`config.mk`:
```
export PLATFORM = sky130hd
export DESIGN_NAME = mem_port_arbiter_flat
export DESIGN_NICKNAME = d
export VERILOG_FILES = /design/src/rtl/mem_port_arbiter_if.sv /design/src/rtl/mem_port_arbiter.sv /design/src/flat_wrapper.sv
export SDC_FILE = /design/constraint.sdc
export NUM_CORES = 1
export LEC_CHECK = 0
export CAP_MARGIN = 20
export CELL_PAD_IN_SITES_DETAIL_PLACEMENT = 2
export CELL_PAD_IN_SITES_GLOBAL_PLACEMENT = 2
export CORE_MARGIN = 1
export CORE_UTILIZATION = 25
export DETAILED_ROUTE_END_ITERATION = 8
export HOLD_SLACK_MARGIN = 0.03
export PLACE_DENSITY_LB_ADDON = 0.1
export SLEW_MARGIN = 20
export SYNTH_ARGS = -nofsm -noshare
export SYNTH_HDL_FRONTEND = slang
export SYNTH_SLANG_ARGS = --single-unit
```
`constraint.sdc`:
```
create_clock -name clk -period 2.2 [get_ports clk]
set_input_delay 0.22 -clock clk [delete_from_list [all_inputs] [get_ports clk]]
set_output_delay 0.22 -clock clk [all_outputs]
set_load 0.03 [all_outputs]
```
`src/rtl/mem_port_arbiter_if.sv`:
```
// Bundle between the shared-RAM arbiter, the IF/MEM stages and the RAM.
// slave: arbiter side; master: the stages and RAM that drive it.
interface mem_port_arbiter_if;
  logic        if_req_i;
  logic [31:0] if_addr_i;
  logic        if_ready_o;
  logic [31:0] if_rdata_o;
  logic        mem_req_i;
  logic        mem_write_i;
  logic [1:0]  mem_width_i;
  logic        mem_sign_extend_i;
  logic [31:0] mem_addr_i;
  logic [31:0] mem_wdata_i;
  logic        mem_ready_o;
  logic [31:0] mem_rdata_o;
  logic        mem_misaligned_o;
  logic        ram_req_o;
  logic        ram_we_o;
  logic [31:0] ram_addr_o;
  logic [3:0]  ram_be_o;
  logic [31:0] ram_wdata_o;
  logic        ram_ack_i;
  logic [31:0] ram_rdata_i;
  logic        stall_o;

  modport slave (
    input  if_req_i, if_addr_i,
    input  mem_req_i, mem_write_i, mem_width_i,
    input  mem_sign_extend_i, mem_addr_i, mem_wdata_i,
    input  ram_ack_i, ram_rdata_i,
    output if_ready_o, if_rdata_o,
    output mem_ready_o, mem_rdata_o, mem_misaligned_o,
    output ram_req_o, ram_we_o, ram_addr_o,
    output ram_be_o, ram_wdata_o, stall_o
  );

  modport master (
    output if_req_i, if_addr_i,
    output mem_req_i, mem_write_i, mem_width_i,
    output mem_sign_extend_i, mem_addr_i, mem_wdata_i,
    output ram_ack_i, ram_rdata_i,
    input  if_ready_o, if_rdata_o,
    input  mem_ready_o, mem_rdata_o, mem_misaligned_o,
    input  ram_req_o, ram_we_o, ram_addr_o,
    input  ram_be_o, ram_wdata_o, stall_o
  );
endinterface

```
`src/rtl/mem_port_arbiter.sv`:
```
// Shares one single-port RAM between fetch and data, data first,
// with a starvation bound for fetch. Ports: clk, rst_n, bus (slave).
module mem_port_arbiter #(
  parameter int STARVE_LIMIT = 4
) (
  input logic clk,
  input logic rst_n,
  mem_port_arbiter_if.slave bus
);

  typedef enum logic [2:0] {
    IDLE, DATA, INSTR, DONE_D, DONE_I
  } state_t;

  localparam logic [3:0] LIMIT = 4'(STARVE_LIMIT);

  state_t      state_q, state_d;
  logic [3:0]  starve_q;
  logic        fetch_win, data_win;
  logic        acked;

  logic [1:0]  off;
  logic        byte_w, half_w, word_w;
  logic        misal;
  logic [3:0]  be_d;
  logic [31:0] wd_d;

  logic        ram_req_q, ram_we_q;
  logic [31:0] ram_addr_q, ram_wdata_q;
  logic [3:0]  ram_be_q;
  logic        if_ready_q, mem_ready_q, mis_q;
  logic [31:0] if_rdata_q, mem_rdata_q;

  logic [1:0]  wid_q, off_q;
  logic        sext_q;
  logic [31:0] sh, ld;

  assign off    = bus.mem_addr_i[1:0];
  assign byte_w = bus.mem_width_i == 2'd0;
  assign half_w = bus.mem_width_i == 2'd1;
  assign word_w = bus.mem_width_i[1];
  assign misal  = (half_w & off[0])
                | (word_w & (off != 2'd0));

  always_comb begin
    state_d   = state_q;
    fetch_win = 1'b0;
    data_win  = 1'b0;
    acked     = 1'b0;
    unique case (state_q)
      IDLE: begin
        fetch_win = bus.if_req_i
                  & (~bus.mem_req_i | (starve_q == LIMIT));
        data_win  = ~fetch_win & bus.mem_req_i;
        if (fetch_win)
          state_d = INSTR;
        else if (data_win)
          state_d = misal ? DONE_D : DATA;
      end
      DATA: begin
        acked = bus.ram_ack_i;
        if (bus.ram_ack_i) state_d = DONE_D;
      end
      INSTR: begin
        acked = bus.ram_ack_i;
        if (bus.ram_ack_i) state_d = DONE_I;
      end
      DONE_D:  state_d = IDLE;
      DONE_I:  state_d = IDLE;
      default: state_d = IDLE;
    endcase
  end

  always_comb begin
    be_d = 4'hF;
    wd_d = bus.mem_wdata_i;
    unique case (1'b1)
      byte_w: begin
        be_d = 4'b0001 << off;
        wd_d = {4{bus.mem_wdata_i[7:0]}};
      end
      half_w: begin
        be_d = 4'b0011 << off;
        wd_d = {2{bus.mem_wdata_i[15:0]}};
      end
      word_w: begin
        be_d = 4'hF;
        wd_d = bus.mem_wdata_i;
      end
    endcase
  end

  assign sh = bus.ram_rdata_i >> {off_q, 3'b000};

  always_comb begin
    ld = bus.ram_rdata_i;
    unique case (1'b1)
      wid_q == 2'd0:
        ld = {{24{sext_q & sh[7]}}, sh[7:0]};
      wid_q == 2'd1:
        ld = {{16{sext_q & sh[15]}}, sh[15:0]};
      wid_q[1]:
        ld = bus.ram_rdata_i;
    endcase
  end

  always_ff @(posedge clk or negedge rst_n) begin
    if (!rst_n) begin
      state_q  <= IDLE;
      starve_q <= 4'd0;
    end else begin
      state_q <= state_d;
      if (fetch_win)
        starve_q <= 4'd0;
      else if (data_win & bus.if_req_i
               & (starve_q != LIMIT))
        starve_q <= starve_q + 4'd1;
    end
  end

  always_ff @(posedge clk or negedge rst_n) begin
    if (!rst_n) begin
      ram_req_q   <= 1'b0;
      ram_we_q    <= 1'b0;
      ram_addr_q  <= '0;
      ram_be_q    <= '0;
      ram_wdata_q <= '0;
      if_ready_q  <= 1'b0;
      if_rdata_q  <= '0;
      mem_ready_q <= 1'b0;
      mem_rdata_q <= '0;
      mis_q       <= 1'b0;
      wid_q       <= '0;
      off_q       <= '0;
      sext_q      <= 1'b0;
    end else begin
      if_ready_q  <= 1'b0;
      if_rdata_q  <= '0;
      mem_ready_q <= 1'b0;
      mem_rdata_q <= '0;
      mis_q       <= 1'b0;
      if (fetch_win) begin
        ram_req_q  <= 1'b1;
        ram_we_q   <= 1'b0;
        ram_be_q   <= 4'hF;
        ram_addr_q <= bus.if_addr_i & 32'hFFFF_FFFC;
      end
      if (data_win) begin
        if (misal) begin
          mem_ready_q <= 1'b1;
          mis_q       <= 1'b1;
        end else begin
          ram_req_q   <= 1'b1;
          ram_we_q    <= bus.mem_write_i;
          ram_be_q    <= be_d;
          ram_wdata_q <= wd_d;
          ram_addr_q  <= bus.mem_addr_i & 32'hFFFF_FFFC;
          wid_q       <= bus.mem_width_i;
          off_q       <= off;
          sext_q      <= bus.mem_sign_extend_i;
        end
      end
      if (acked) begin
        ram_req_q <= 1'b0;
        if (state_q == DATA) begin
          mem_ready_q <= 1'b1;
          mem_rdata_q <= ld;
        end else begin
          if_ready_q <= 1'b1;
          if_rdata_q <= bus.ram_rdata_i;
        end
      end
    end
  end

  assign bus.ram_req_o        = ram_req_q;
  assign bus.ram_we_o         = ram_we_q;
  assign bus.ram_addr_o       = ram_addr_q;
  assign bus.ram_be_o         = ram_be_q;
  assign bus.ram_wdata_o      = ram_wdata_q;
  assign bus.if_ready_o       = if_ready_q;
  assign bus.if_rdata_o       = if_rdata_q;
  assign bus.mem_ready_o      = mem_ready_q;
  assign bus.mem_rdata_o      = mem_rdata_q;
  assign bus.mem_misaligned_o = mis_q;
  assign bus.stall_o =
      (bus.mem_req_i & ~mem_ready_q)
    | (bus.if_req_i & ~if_ready_q);

endmodule

```
`src/flat_wrapper.sv`:
```
// flat-port wrapper written by rule: the top's interface ports become plain ports
module mem_port_arbiter_flat 
#(
  parameter int STARVE_LIMIT = 4
)
  (clk, rst_n, bus_if_req_i, bus_if_addr_i, bus_mem_req_i, bus_mem_write_i, bus_mem_width_i, bus_mem_sign_extend_i, bus_mem_addr_i, bus_mem_wdata_i, bus_ram_ack_i, bus_ram_rdata_i, bus_if_ready_o, bus_if_rdata_o, bus_mem_ready_o, bus_mem_rdata_o, bus_mem_misaligned_o, bus_ram_req_o, bus_ram_we_o, bus_ram_addr_o, bus_ram_be_o, bus_ram_wdata_o, bus_stall_o);
  mem_port_arbiter_if bus_i ();
  input logic clk;
  input logic rst_n;
  input wire logic [$bits(bus_i.if_req_i)-1:0] bus_if_req_i;
  input wire logic [$bits(bus_i.if_addr_i)-1:0] bus_if_addr_i;
  input wire logic [$bits(bus_i.mem_req_i)-1:0] bus_mem_req_i;
  input wire logic [$bits(bus_i.mem_write_i)-1:0] bus_mem_write_i;
  input wire logic [$bits(bus_i.mem_width_i)-1:0] bus_mem_width_i;
  input wire logic [$bits(bus_i.mem_sign_extend_i)-1:0] bus_mem_sign_extend_i;
  input wire logic [$bits(bus_i.mem_addr_i)-1:0] bus_mem_addr_i;
  input wire logic [$bits(bus_i.mem_wdata_i)-1:0] bus_mem_wdata_i;
  input wire logic [$bits(bus_i.ram_ack_i)-1:0] bus_ram_ack_i;
  input wire logic [$bits(bus_i.ram_rdata_i)-1:0] bus_ram_rdata_i;
  output wire logic [$bits(bus_i.if_ready_o)-1:0] bus_if_ready_o;
  output wire logic [$bits(bus_i.if_rdata_o)-1:0] bus_if_rdata_o;
  output wire logic [$bits(bus_i.mem_ready_o)-1:0] bus_mem_ready_o;
  output wire logic [$bits(bus_i.mem_rdata_o)-1:0] bus_mem_rdata_o;
  output wire logic [$bits(bus_i.mem_misaligned_o)-1:0] bus_mem_misaligned_o;
  output wire logic [$bits(bus_i.ram_req_o)-1:0] bus_ram_req_o;
  output wire logic [$bits(bus_i.ram_we_o)-1:0] bus_ram_we_o;
  output wire logic [$bits(bus_i.ram_addr_o)-1:0] bus_ram_addr_o;
  output wire logic [$bits(bus_i.ram_be_o)-1:0] bus_ram_be_o;
  output wire logic [$bits(bus_i.ram_wdata_o)-1:0] bus_ram_wdata_o;
  output wire logic [$bits(bus_i.stall_o)-1:0] bus_stall_o;
  assign bus_i.if_req_i = bus_if_req_i;
  assign bus_i.if_addr_i = bus_if_addr_i;
  assign bus_i.mem_req_i = bus_mem_req_i;
  assign bus_i.mem_write_i = bus_mem_write_i;
  assign bus_i.mem_width_i = bus_mem_width_i;
  assign bus_i.mem_sign_extend_i = bus_mem_sign_extend_i;
  assign bus_i.mem_addr_i = bus_mem_addr_i;
  assign bus_i.mem_wdata_i = bus_mem_wdata_i;
  assign bus_i.ram_ack_i = bus_ram_ack_i;
  assign bus_i.ram_rdata_i = bus_ram_rdata_i;
  assign bus_if_ready_o = bus_i.if_ready_o;
  assign bus_if_rdata_o = bus_i.if_rdata_o;
  assign bus_mem_ready_o = bus_i.mem_ready_o;
  assign bus_mem_rdata_o = bus_i.mem_rdata_o;
  assign bus_mem_misaligned_o = bus_i.mem_misaligned_o;
  assign bus_ram_req_o = bus_i.ram_req_o;
  assign bus_ram_we_o = bus_i.ram_we_o;
  assign bus_ram_addr_o = bus_i.ram_addr_o;
  assign bus_ram_be_o = bus_i.ram_be_o;
  assign bus_ram_wdata_o = bus_i.ram_wdata_o;
  assign bus_stall_o = bus_i.stall_o;
  mem_port_arbiter #(.STARVE_LIMIT(STARVE_LIMIT)) u_core (.clk(clk), .rst_n(rst_n), .bus(bus_i));
endmodule
```
==> results by group, run 1 <==
Floorplanning
  • Initial core utilization: approximately a quarter
  • Die H: approximately 160 um
  • Core Region: ~0.025 mm^2
  • Die area: 0.02661 mm^2
  • Die X: ~160 um
  • Placement row count: 58
  • IO Pins: around 280

Timing
  • Setup TNS: 0 ps
  • Final WS setup: around 190 ps
  • Final Skew: around 11 ps
  • Rel. slew slack: between 50% and 60%
  • Final hold viol count: 0
  • Min cycle time layout: about 2000 ps
  • RSZ-0062 raised after global routing: no
  • Final slew viol count: 0
  • # setup viols final: 0
  • Fmax: 496.3 MHz
  • Final Cycle Share: about nine tenths
  • Least-Margin Pin Slew: about 720 ps

CTS
  • Resize count post-CTS: 0
  • Clk slew on worst S/H paths: 70 ps
  • TritonCTS Buffers: 17
  • Clock root buffer: clkbuf_16
  • Max H-tree Level: 4
  • CTS Buffer Depth: 2
  • Clock tree from TritonCTS: done
  • Clk_lat worst skew: 420 ps
  • Total clock sinks: approximately 150

Logic synthesis
  • Mean Syn Cell Area: roughly 10 um^2
  • Post-synthesis instance total: 643
  • Synth cell types: 45
  • Post-Synth XOR/XNOR Area: less than 1%
  • Yosys reg bits: between 100 and 150
  • Compound-Gate Fraction of Synth Area: 14.46%
  • Synth Net Count: 782
  • Synth Area in Adders: less than 1%
  • Warning count from the yosys run: 0
  • Multiplexer area fraction after synthesis: slightly below 7%
  • Sequential share of the synthesized area: 57.45%
  • Asr flop ratio synth: 100.0%
  • EDFF count, synth: 0
  • Synth Area in Simple Gates: between 15 and 20%
  • Ys flop type: dfrtp_1
  • Syn Std Cell Area: around 0.0065 mm^2
  • Main combinational cell family by area after synthesis: simple AND/OR/NAND/NOR gates

Setup path
  • Worst Reg2Reg Path Length in Cells: 8
  • R2R setup slack: 190 ps
  • RR Startpoint: u_core.starve_q[0]$_DFFE_PN0P_
  • Crit Reg-Reg Endpoint: u_core.bus.ram_addr_o[27]$_DFF_PN0_
  • CP Buf/Inv Count: 3
  • Worst path required time: around 2500 ps
  • Crit path largest cell delay: around 430 ps
  • CP delay by family, top: buffers and inverters
  • Critical-path maximum fanout: between 40 and 50
  • Worst Setup SP: u_core.starve_q[0]$_DFFE_PN0P_
  • CP Data Arrival Time: 2350 ps
  • Critical path class: flip-flop to flip-flop
  • CP Cell Sequence: inv_1 > ha_1 > nand4b_1 > nand4_4 > buf_12 > buf_4 > nor2_1 > a31oi_1
  • Startpoint class of the critical path: flip-flop
  • Critical Path Slowest Stage Cell: dfrtp_1
  • Crit. End Element: flip-flop

Global routing
  • Vias in the first global route: roughly 6700
  • Largest net degree at the start of global routing: between 70 and 80
  • GRT busiest layer: met2
  • First-pass GRT wire length: roughly 38 mm
  • Gr ovfl total: 0
  • GR Layer Usage met1: about a fifth
  • Initial antenna violation count: 1
  • Met2 GRT Util: between 30% and 40%
  • GRT Total Usage: between 10% and 20%
  • Grt met3 use: 6.298%

Placement
  • Final HPWL DP: 17.97 mm
  • Placer Congestion: 0.7479
  • Dpl cells: roughly 1200
  • IO buf count: ~270
  • Setup WS pre-CTS: about 74 ps

Drt
  • Vias: between 5000 and 6000
  • Final antenna-violating net count: 0
  • DR iter-0 viols: 128
  • Drt first pass iters: 4
  • DRT Wirelength: 24.03 mm
  • Via-to-Cell Ratio: roughly 4.7
  • # DRC: 0
  • Drt wl/cell: ~19 um

Final layout
  • NumNets Final: 1056
  • Final std cells w/o fill: 1260
  • Most common cell after layout, fill and taps aside: clkdlybuf4s50_1
  • Share of cells above drive strength 1: about 8.6%
  • Most frequent cells in the layout: clkdlybuf4s50_1 (270), dfrtp_1 (149), nand2_1 (101)
  • Area delta synth->final: 59.36%
  • Antenna cells: 0

Min path
  • Hold path startpoint: bus_if_addr_i[21]
  • Min-delay worst type: input pin to flip-flop
  • Hold path endpoint: u_core.bus.ram_addr_o[21]$_DFF_PN0_
  • Hold depth: 3

Power
  • Design Power: roughly 13 mW
  • Maximum vdd ir drop: 0.4754 mV
  • Net Sw Frac: between 40% and 50%
  • Clock share of power: between 20% and 30%
  • Pwr Density: 1276 mW/mm^2
  • Logic pwr share: between 40% and 50%
  • Seq pwr share: around a third
  • Static power due to leakage: about 4.5 nW
  • Internal power: 7.804 mW
  • Switch Pwr: 5.390 mW

Job
  • Reported max-cap violation count: 0

Run status
  • Status: finished, final reports clean
## kinds of logic (layout without fill, tap and decap cells)
kind of cell    Yosys count  in the layout
fa+ha+maj                 2              2
buf+inv                  75            362
simple gates            216            216
flops                   149            149
xor+xnor                  2              2
mux                      44             44
compound gates          155            155
## worst reg2reg max path, cell delays in order (launching register included)
cell	delay, ps
dfrtp_1	430
inv_1	90
ha_1	220
nand4b_1	290
nand4_4	200
buf_12	230
buf_4	260
nor2_1	80
a31oi_1	140
## layout make-up
class,instances,area (um^2)
multi-input cells,419,2460
inverters,30,112.6
well taps,330,412.9
clock inverters,15,181.4
repair buffers,300,3022
fillers,2670,14980
flip-flops and latches,149,3729
clock buffers,17,425.4
## power groups by stage
stage                     logic, mW  registers [mW]  clock network [mW]
after floorplan                1.72            5.67                   0
after global placement         5.83            4.19                   0
after detailed placement       5.99            4.25                   0
after CTS                      6.02            4.22                3.15
after global routing           6.34            4.33                3.25
final                          5.93            4.20                3.06
## worst max-delay path by stage
stage,end,cells past startpoint
2_1_floorplan,u_core.bus.ram_be_o[1]$_DFF_PN0_,6
3_3_place_gp,u_core.bus.ram_addr_o[24]$_DFF_PN0_,7
3_5_place_dp,u_core.bus.ram_addr_o[24]$_DFF_PN0_,7
4_1_cts,u_core.bus.ram_addr_o[27]$_DFF_PN0_,8
5_1_grt,u_core.bus.ram_addr_o[27]$_DFF_PN0_,8
6_report,u_core.bus.ram_addr_o[27]$_DFF_PN0_,8
## metrics by stage
stage / utilization (%) / cell area [um^2] / hold slack, ps
4_1_cts: 40.84 / 10340 / 344.7
3_3_place_gp: 38.40 / 9726 / 292.5
5_1_grt: 40.84 / 10340 / 367.9
3_5_place_dp: 38.40 / 9726 / 294.7
6_report: 40.84 / 10340 / 360.8
2_1_floorplan: - / 6490 / -75.59
## state kept, by name (all words and copies together), names as in the netlist, 2 cells and up
signal / cells
u_core.bus.if_rdata_o: 32
u_core.bus.mem_rdata_o: 32
u_core.bus.ram_addr_o: 32
u_core.bus.ram_wdata_o: 32
u_core.bus.ram_be_o: 4
u_core.starve_q: 4
u_core.state_q: 3
u_core.off_q: 2
u_core.wid_q: 2
## repair_timing
item | 4_1_cts | 5_1_grt
hold endpoints to repair | 68 | 0
setup buffers | 0 | 0
hold buffers | 1 | 0
endpoints found under the setup margin | 0 | 0
## layer usage
layer	up-vias	wire length (um)
met5	-	17
li1	2743	-
met1	2956	9833
met3	28	1906
met2	188	11890
met4	2	374
## cell usage after synthesis, types with 6 or more instances
| library cell | count | share of area, % |
|---|---|---|
| nor2_1 | 56 | 3.2 |
| a311o_1 | 6 | 0.93 |
| buf_2 | 10 | 0.77 |
| mux2_2 | 9 | 1.6 |
| clkbuf_1 | 29 | 1.7 |
| o21ai_0 | 39 | 3.0 |
| nand2_1 | 101 | 5.8 |
| a31oi_1 | 31 | 3.0 |
| inv_1 | 30 | 1.7 |
| mux2i_1 | 35 | 5.4 |
| dfrtp_1 | 149 | 57 |
| a21oi_1 | 47 | 3.6 |
| o22ai_1 | 10 | 0.96 |
| and2_1 | 32 | 3.1 |
(Power assumes the default switching activity.)
==> inputs of run 2 (changes only) <==
Settings changed: PLACE_DENSITY from default to 0.9, PLACE_DENSITY_LB_ADDON 0.1 to default.
==> run 2 against run 1 <==
Net effect: count of clock-buffer cells in the layout rose by 2; power is essentially flat; wire length is 1.2% higher; hold slack got worse by 89 ps; cell count fell by 0.16%; flip-flop and latch count stayed put; die area did not move; utilization decreased by 0.11 points; non-clock buffer count shrank 2; setup slack improved by 31 ps; critical endpoint is now u_core.bus.ram_addr_o[9]$_DFF_PN0_; highest routed layer unchanged.
==> results by group, run 2 (same netlist as run 1, synthesis figures left out) <==
Run status
  • Status: finished, final reports clean (unchanged)

Drt
  • DRT Wirelength: 24.32 mm (was 24.03 mm)
  • Via-to-Cell Ratio: 4.761 (was 4.696)
  • DR iter-0 viols: 187 (was 128)
  • Drt wl/cell: 19.33 um (was 19.07 um)
  • Drt first pass iters: 4 (unchanged)
  • Vias: 5989 (was 5917)
  • Final antenna-violating net count: 0 (unchanged)
  • # DRC: 0 (unchanged)

CTS
  • Clk_lat worst skew: 420 ps (about the same)
  • Clock root buffer: clkbuf_16 (unchanged)
  • Max H-tree Level: 4 (unchanged)
  • Clk slew on worst S/H paths: 60 ps (was 70 ps)
  • Resize count post-CTS: 0 (unchanged)
  • Total clock sinks: 149 (unchanged)
  • TritonCTS Buffers: 17 (unchanged)
  • CTS Buffer Depth: 2 (unchanged)
  • Clock tree from TritonCTS: done (unchanged)
  • Total setup buffers inserted after CTS: 0 (unchanged)

Power
  • Seq pwr share: 31.6% (was 31.9%)
  • Logic pwr share: 45.0% (was 44.9%)
  • Net Sw Frac: 40.31% (was 40.85%)
  • Static power due to leakage: 4.522 nW (was 4.544 nW)
  • Internal power: 7.872 mW (was 7.804 mW)
  • Pwr Density: 1278 mW/mm^2 (was 1276 mW/mm^2)
  • Switch Pwr: 5.315 mW (was 5.390 mW)
  • Clock share of power: 23.4% (was 23.2%)
  • Maximum vdd ir drop: 0.5013 mV (was 0.4754 mV)

Placement
  • Dpl cells: 1225 (was 1227)
  • Placer Congestion: 0.8081 (was 0.7479)
  • Final HPWL DP: 18.24 mm (was 17.97 mm)
  • IO buf count: 272 (unchanged)

Floorplanning
  • Die H: 163.1 um (unchanged)
  • Core Region: 0.02533 mm^2 (unchanged)
  • IO Pins: 275 (unchanged)
  • Initial core utilization: 25.62% (unchanged)
  • Die X: 163.1 um (unchanged)
  • Die area: 0.02661 mm^2 (unchanged)
  • Placement row count: 58 (unchanged)

Final layout
  • NumNets Final: 1054 (was 1056)
  • Most common cell after layout, fill and taps aside: clkdlybuf4s50_1 (unchanged)
  • Area delta synth->final: 58.94% (was 59.36%)
  • FILL cells: 2686 (was 2670)
  • FF+latch area: 0.003729 mm^2 (unchanged)
  • Final std cells w/o fill: 1258 (was 1260)
  • Most frequent cells in the layout: clkdlybuf4s50_1 (270), dfrtp_1 (149), nand2_1 (101) (unchanged)
  • Share of cells above drive strength 1: 8.190% (was 8.602%)
  • Antenna cells: 0 (unchanged)
  • Area of the multi-input gates: 0.002460 mm^2 (unchanged)

Global routing
  • Initial antenna violation count: 1 (unchanged)
  • Largest net degree at the start of global routing: 78 (was 72)
  • GRT Total Usage: 18.67% (was 18.47%)
  • First-pass GRT wire length: 37.58 mm (was 37.63 mm)
  • Gr ovfl total: 0 (unchanged)
  • Vias in the first global route: 6554 (was 6663)

Timing
  • # setup viols final: 0 (unchanged)
  • Final Cycle Share: 90.19% (was 91.58%)
  • Fmax: 504.0 MHz (was 496.3 MHz)
  • Least-Margin Pin Slew: 700.2 ps (was 721.3 ps)
  • RSZ-0062 raised after global routing: no (unchanged)
  • Final hold viol count: 0 (unchanged)
  • Final slew viol count: 0 (unchanged)
  • Rel. slew slack: 53.01% (was 51.59%)
  • Final Skew: 15.38 ps (was 10.63 ps)
  • Setup TNS: 0 ps (unchanged)
  • Min cycle time layout: 1984 ps (was 2015 ps)

Setup path
  • Worst path required time: 2520 ps (was 2540 ps)
  • CP Data Arrival Time: 2300 ps (was 2350 ps)
  • Critical path class: flip-flop to flip-flop (unchanged)
  • Crit. End Element: flip-flop (unchanged)
  • Startpoint class of the critical path: flip-flop (unchanged)
  • Critical-path maximum fanout: 33 (was 44)

Min path
  • Min-delay worst type: input pin to async pin (was input pin to flip-flop)

Job
  • Reported max-cap violation count: 0 (unchanged)
## run 2: path summary, 6_finish.rpt
kind | from | cells after the start | endpoint | slack [ps]
min in group clk | bus_if_addr_i[30] | 3 | u_core.bus.ram_addr_o[30]$_DFF_PN0_ | 360
worst max-delay path | u_core.starve_q[0]$_DFFE_PN0P_ | 7 | u_core.bus.ram_addr_o[9]$_DFF_PN0_ | 220
worst max register to register | u_core.starve_q[0]$_DFFE_PN0P_ | 7 | u_core.bus.ram_addr_o[9]$_DFF_PN0_ | 220
max in group asynchronous | rst_n | 3 | u_core.bus.ram_addr_o[22]$_DFF_PN0_ | 1240
worst min register to register | u_core.bus.ram_wdata_o[8]$_DFFE_PN0P_ | 2 | u_core.bus.ram_wdata_o[8]$_DFFE_PN0P_ | 480
worst min-delay path | rst_n | 2 | u_core.bus.mem_rdata_o[29]$_DFF_PN0_ | 270
## run 2: final cells by class
cell class	count	share of cell area (%)
Timing Repair Buffer	298	29.03
Multi-Input combinational cell	419	23.85
Sequential cell	149	36.15
Clock inverter	13	1.686
Inverter	30	1.092
Clock buffer	19	4.197
Tap cell	330	4.003
## run 2: worst max-delay path: stages (launching register included)
cell	delay, ps
dfrtp_1	430
inv_1	70
ha_1	220
and3b_1	220
o21ai_2	180
buf_4	380
nand2_1	120
a31oi_1	240
## run 2: metal layers
metal / track usage (%) / up-vias / wire length [um]
met5: 0 / - / 13
met4: 6.542 / 2 / 508
met3: 6.907 / 31 / 2089
met2: 32.48 / 237 / 12140
met1: 20.82 / 2985 / 9564
li1: - / 2734 / -
## run 2: power groups by stage
stage | logic, mW | registers [mW] | clock network, mW
finish | 5.93 | 4.17 | 3.08
CTS | 6.01 | 4.19 | 3.18
floorplan | 1.72 | 5.67 | 0
detailed placement | 5.98 | 4.24 | 0
global route | 6.33 | 4.29 | 3.30
global placement | 5.81 | 4.16 | 0
## run 2: what timing repair did
action / 4_1_cts / 5_1_grt
endpoints found under the setup margin: 0 / 0
hold buffers: 1 / 0
endpoints found under the hold margin: 34 / 0
## run 2: metrics by stage
stage	total power [mW]	instance area (um^2)	hold WS, ps	setup slack (ps)	util (%)
2_1_floorplan	7.387	6490	-75.59	464.4	-
3_3_place_gp	9.973	9698	146.2	201.6	38.29
3_5_place_dp	10.22	9698	154.9	79.46	38.29
4_1_cts	13.39	10310	267.3	149.8	40.73
5_1_grt	13.92	10310	284.1	54.67	40.73
6_report	13.19	10310	272.0	215.8	40.73
==> inputs of run 3 (changes only) <==
Settings changed: CORE_ASPECT_RATIO from default to 1.4, GPL_ROUTABILITY_DRIVEN from default to 0.
==> run 3 against run 2 <==
Net effect: the run now ends with design-rule violations left; critical path depth rose by 1; non-clock buffer count rose by 5; setup slack got worse by 14 ps; hold slack improved by 26 ps; highest routed layer is now met4.
==> results by group, run 3 (same netlist as run 1, synthesis figures left out) <==
Power
  • Internal power: 7.561 mW (was 7.872 mW)
  • Logic pwr share: 46.4% (was 45.0%)
  • Static power due to leakage: 4.517 nW (was 4.522 nW)
  • Switch Pwr: 5.368 mW (was 5.315 mW)
  • Clock share of power: 21.4% (was 23.4%)
  • Pwr Density: 1256 mW/mm^2 (was 1278 mW/mm^2)
  • Design Power: 12.93 mW (was 13.19 mW)
  • Maximum vdd ir drop: 0.6167 mV (was 0.5013 mV)
  • Net Sw Frac: 41.52% (was 40.31%)
  • Seq pwr share: 32.3% (was 31.6%)

Setup path
  • Critical path class: flip-flop to flip-flop (unchanged)
  • Worst Reg2Reg Path Length in Cells: 8 (was 7)
  • Crit. End Element: flip-flop (unchanged)
  • Worst path required time: 2540 ps (was 2520 ps)
  • Crit Reg-Reg Endpoint: u_core.bus.ram_addr_o[24]$_DFF_PN0_ (was u_core.bus.ram_addr_o[9]$_DFF_PN0_)
  • Critical-path maximum fanout: 55 (was 33)
  • RR Startpoint: u_core.starve_q[0]$_DFFE_PN0P_ (unchanged)
  • Startpoint class of the critical path: flip-flop (unchanged)
  • R2R setup slack: 200 ps (was 220 ps)
  • CP Data Arrival Time: 2340 ps (was 2300 ps)

Floorplanning
  • Die H: 192.6 um (was 163.1 um)
  • IO Pins: 275 (unchanged)
  • Die area: 0.02662 mm^2 (was 0.02661 mm^2)
  • Core Region: 0.02547 mm^2 (was 0.02533 mm^2)
  • Die X: 138.2 um (was 163.1 um)
  • Initial core utilization: 25.48% (was 25.62%)
  • Placement row count: 69 (was 58)

Global routing
  • Largest net degree at the start of global routing: 58 (was 78)
  • First-pass GRT wire length: 38.61 mm (was 37.58 mm)
  • Initial antenna violation count: 2 (was 1)
  • GRT Total Usage: 19.30% (was 18.67%)
  • Gr ovfl total: 0 (unchanged)
  • Vias in the first global route: 6724 (was 6554)

Drt
  • Via-to-Cell Ratio: 4.853 (was 4.761)
  • Met3 wire len: 1.511 mm (was 2.089 mm)
  • Routed met2 length: 14.05 mm (was 12.14 mm)
  • Vias: 6086 (was 5989)
  • DRT Wirelength: 25.10 mm (was 24.32 mm)
  • Final antenna-violating net count: 0 (unchanged)
  • Met1 wire length: 8.853 mm (was 9.564 mm)
  • # DRC: 36 (was 0)
  • Top layer in use: met4 (was met5)
  • DR iter-0 viols: 231 (was 187)
  • Drt first pass iters: 6 (was 4)
  • Drt wl/cell: 20.01 um (was 19.33 um)

CTS
  • Clk_lat worst skew: 430 ps (was 420 ps)
  • Total clock sinks: 149 (unchanged)
  • TritonCTS Buffers: 17 (unchanged)
  • Max H-tree Level: 4 (unchanged)
  • Clk slew on worst S/H paths: 70 ps (was 60 ps)
  • Clock root buffer: clkbuf_16 (unchanged)
  • CTS Buffer Depth: 2 (unchanged)
  • Clock tree from TritonCTS: done (unchanged)

Run status
  • Status: finished with violations (was finished, final reports clean)
  • Failing checks: design-rule violations

Final layout
  • Share of cells above drive strength 1: 8.896% (was 8.190%)
  • Area delta synth->final: 58.67% (was 58.94%)
  • Most common cell after layout, fill and taps aside: clkdlybuf4s50_1 (unchanged)
  • Util after Layout: 40.43% (was 40.73%)
  • NumNets Final: 1059 (was 1054)
  • Most frequent cells in the layout: clkdlybuf4s50_1 (270), dfrtp_1 (149), nand2_1 (101) (unchanged)
  • Fin area: 0.01030 mm^2 (was 0.01031 mm^2)

Timing
  • Final hold viol count: 0 (unchanged)
  • RSZ-0062 raised after global routing: no (unchanged)
  • Hold Slack: 297.8 ps (was 272.0 ps)
  • Final slew viol count: 0 (unchanged)
  • Least-Margin Pin Slew: 804.6 ps (was 700.2 ps)
  • Rel. slew slack: 46.30% (was 53.01%)
  • # setup viols final: 0 (unchanged)
  • Final Skew: 7.348 ps (was 15.38 ps)
  • Setup TNS: 0 ps (unchanged)
  • Min cycle time layout: 1998 ps (was 1984 ps)
  • Final Cycle Share: 90.84% (was 90.19%)
  • Fmax: 500.4 MHz (was 504.0 MHz)

Placement
  • Dpl cell area: 0.009734 mm^2 (was 0.009698 mm^2)
  • Final HPWL DP: 18.96 mm (was 18.24 mm)
  • IO buf count: 272 (unchanged)

Job
  • Reported max-cap violation count: 0 (unchanged)

Min path
  • Min-delay worst type: input pin to async pin (unchanged)
-- run 3: changes by cell type in the layout (fill, tap and decap cells not counted), sizes merged --
cell / delta
buf: +5
bufinv: -3
clkbuf: -2
clkinv: -1
clkinvlp: +2
diode: +2
inv: +4
-- run 3: what timing repair did --
| item | in CTS | in global routing |
|---|---|---|
| hold buffers | 1 | 0 |
| endpoints found under the hold margin | 43 | 0 |
| setup buffers | 0 | 0 |
| gates resized for setup | 0 | 0 |
-- run 3: metrics by stage --
step | setup WS [ps] | cells
3_5_place_dp | 92.36 | 1219
4_1_cts | 162.4 | 1252
2_1_floorplan | 464.4 | 643
6_report | 201.6 | 1254
5_1_grt | 68.20 | 1254
3_3_place_gp | 166.7 | 1219
-- run 3: worst max-delay path, stage by stage, from the launching register on --
cell and delay [ps]:
dfrtp_1 420, inv_1 90, ha_1 200, nand4b_1 290, nand4_4 210, buf_12 240
buf_4 220, nor2_1 60, a31oi_1 160
-- run 3: final cells by class --
type / count / area, um^2
Antenna cell: 2 / 5.005
Fill cell: 2712 / 15170
Clock buffer: 17 / 425.4
Clock inverter: 15 / 122.6
Inverter: 30 / 112.6
Tap cell: 319 / 399.1
Sequential cell: 149 / 3729
Multi-Input combinational cell: 419 / 2460
Timing Repair Buffer: 303 / 3044
-- run 3: how the worst max path moves through the flow --
stage | startpoint | end | slack, ps | depth (start not counted)
6_report | u_core.starve_q[0]$_DFFE_PN0P_ | u_core.bus.ram_addr_o[24]$_DFF_PN0_ | 200 | 8
5_1_grt | u_core.starve_q[0]$_DFFE_PN0P_ | u_core.bus.ram_addr_o[24]$_DFF_PN0_ | 70 | 8
4_1_cts | u_core.starve_q[0]$_DFFE_PN0P_ | u_core.bus.ram_addr_o[24]$_DFF_PN0_ | 160 | 8
3_5_place_dp | bus_mem_req_i | u_core.bus.ram_addr_o[24]$_DFF_PN0_ | 90 | 7
3_3_place_gp | bus_mem_req_i | u_core.bus.ram_be_o[1]$_DFF_PN0_ | 170 | 5
2_1_floorplan | u_core.state_q[2]$_DFFE_PN0P_ | u_core.bus.ram_be_o[1]$_DFF_PN0_ | 460 | 6
-- run 3: per-layer routing --
layer  track usage, %  up-vias
met2            37.91      206
met5                0        -
li1                 -     2754
met4            8.297        0
met1            18.93     3089
met3            5.211       37
-- run 3: power by group through the flow --
stage	Sequential, mW	Clock [mW]	Combinational (mW)
4_1_cts	4.19	2.86	6.09
3_5_place_dp	4.22	0	6.05
2_1_floorplan	5.67	0	1.72
3_3_place_gp	4.15	0	5.87
5_1_grt	4.29	2.94	6.40
6_report	4.17	2.76	5.99
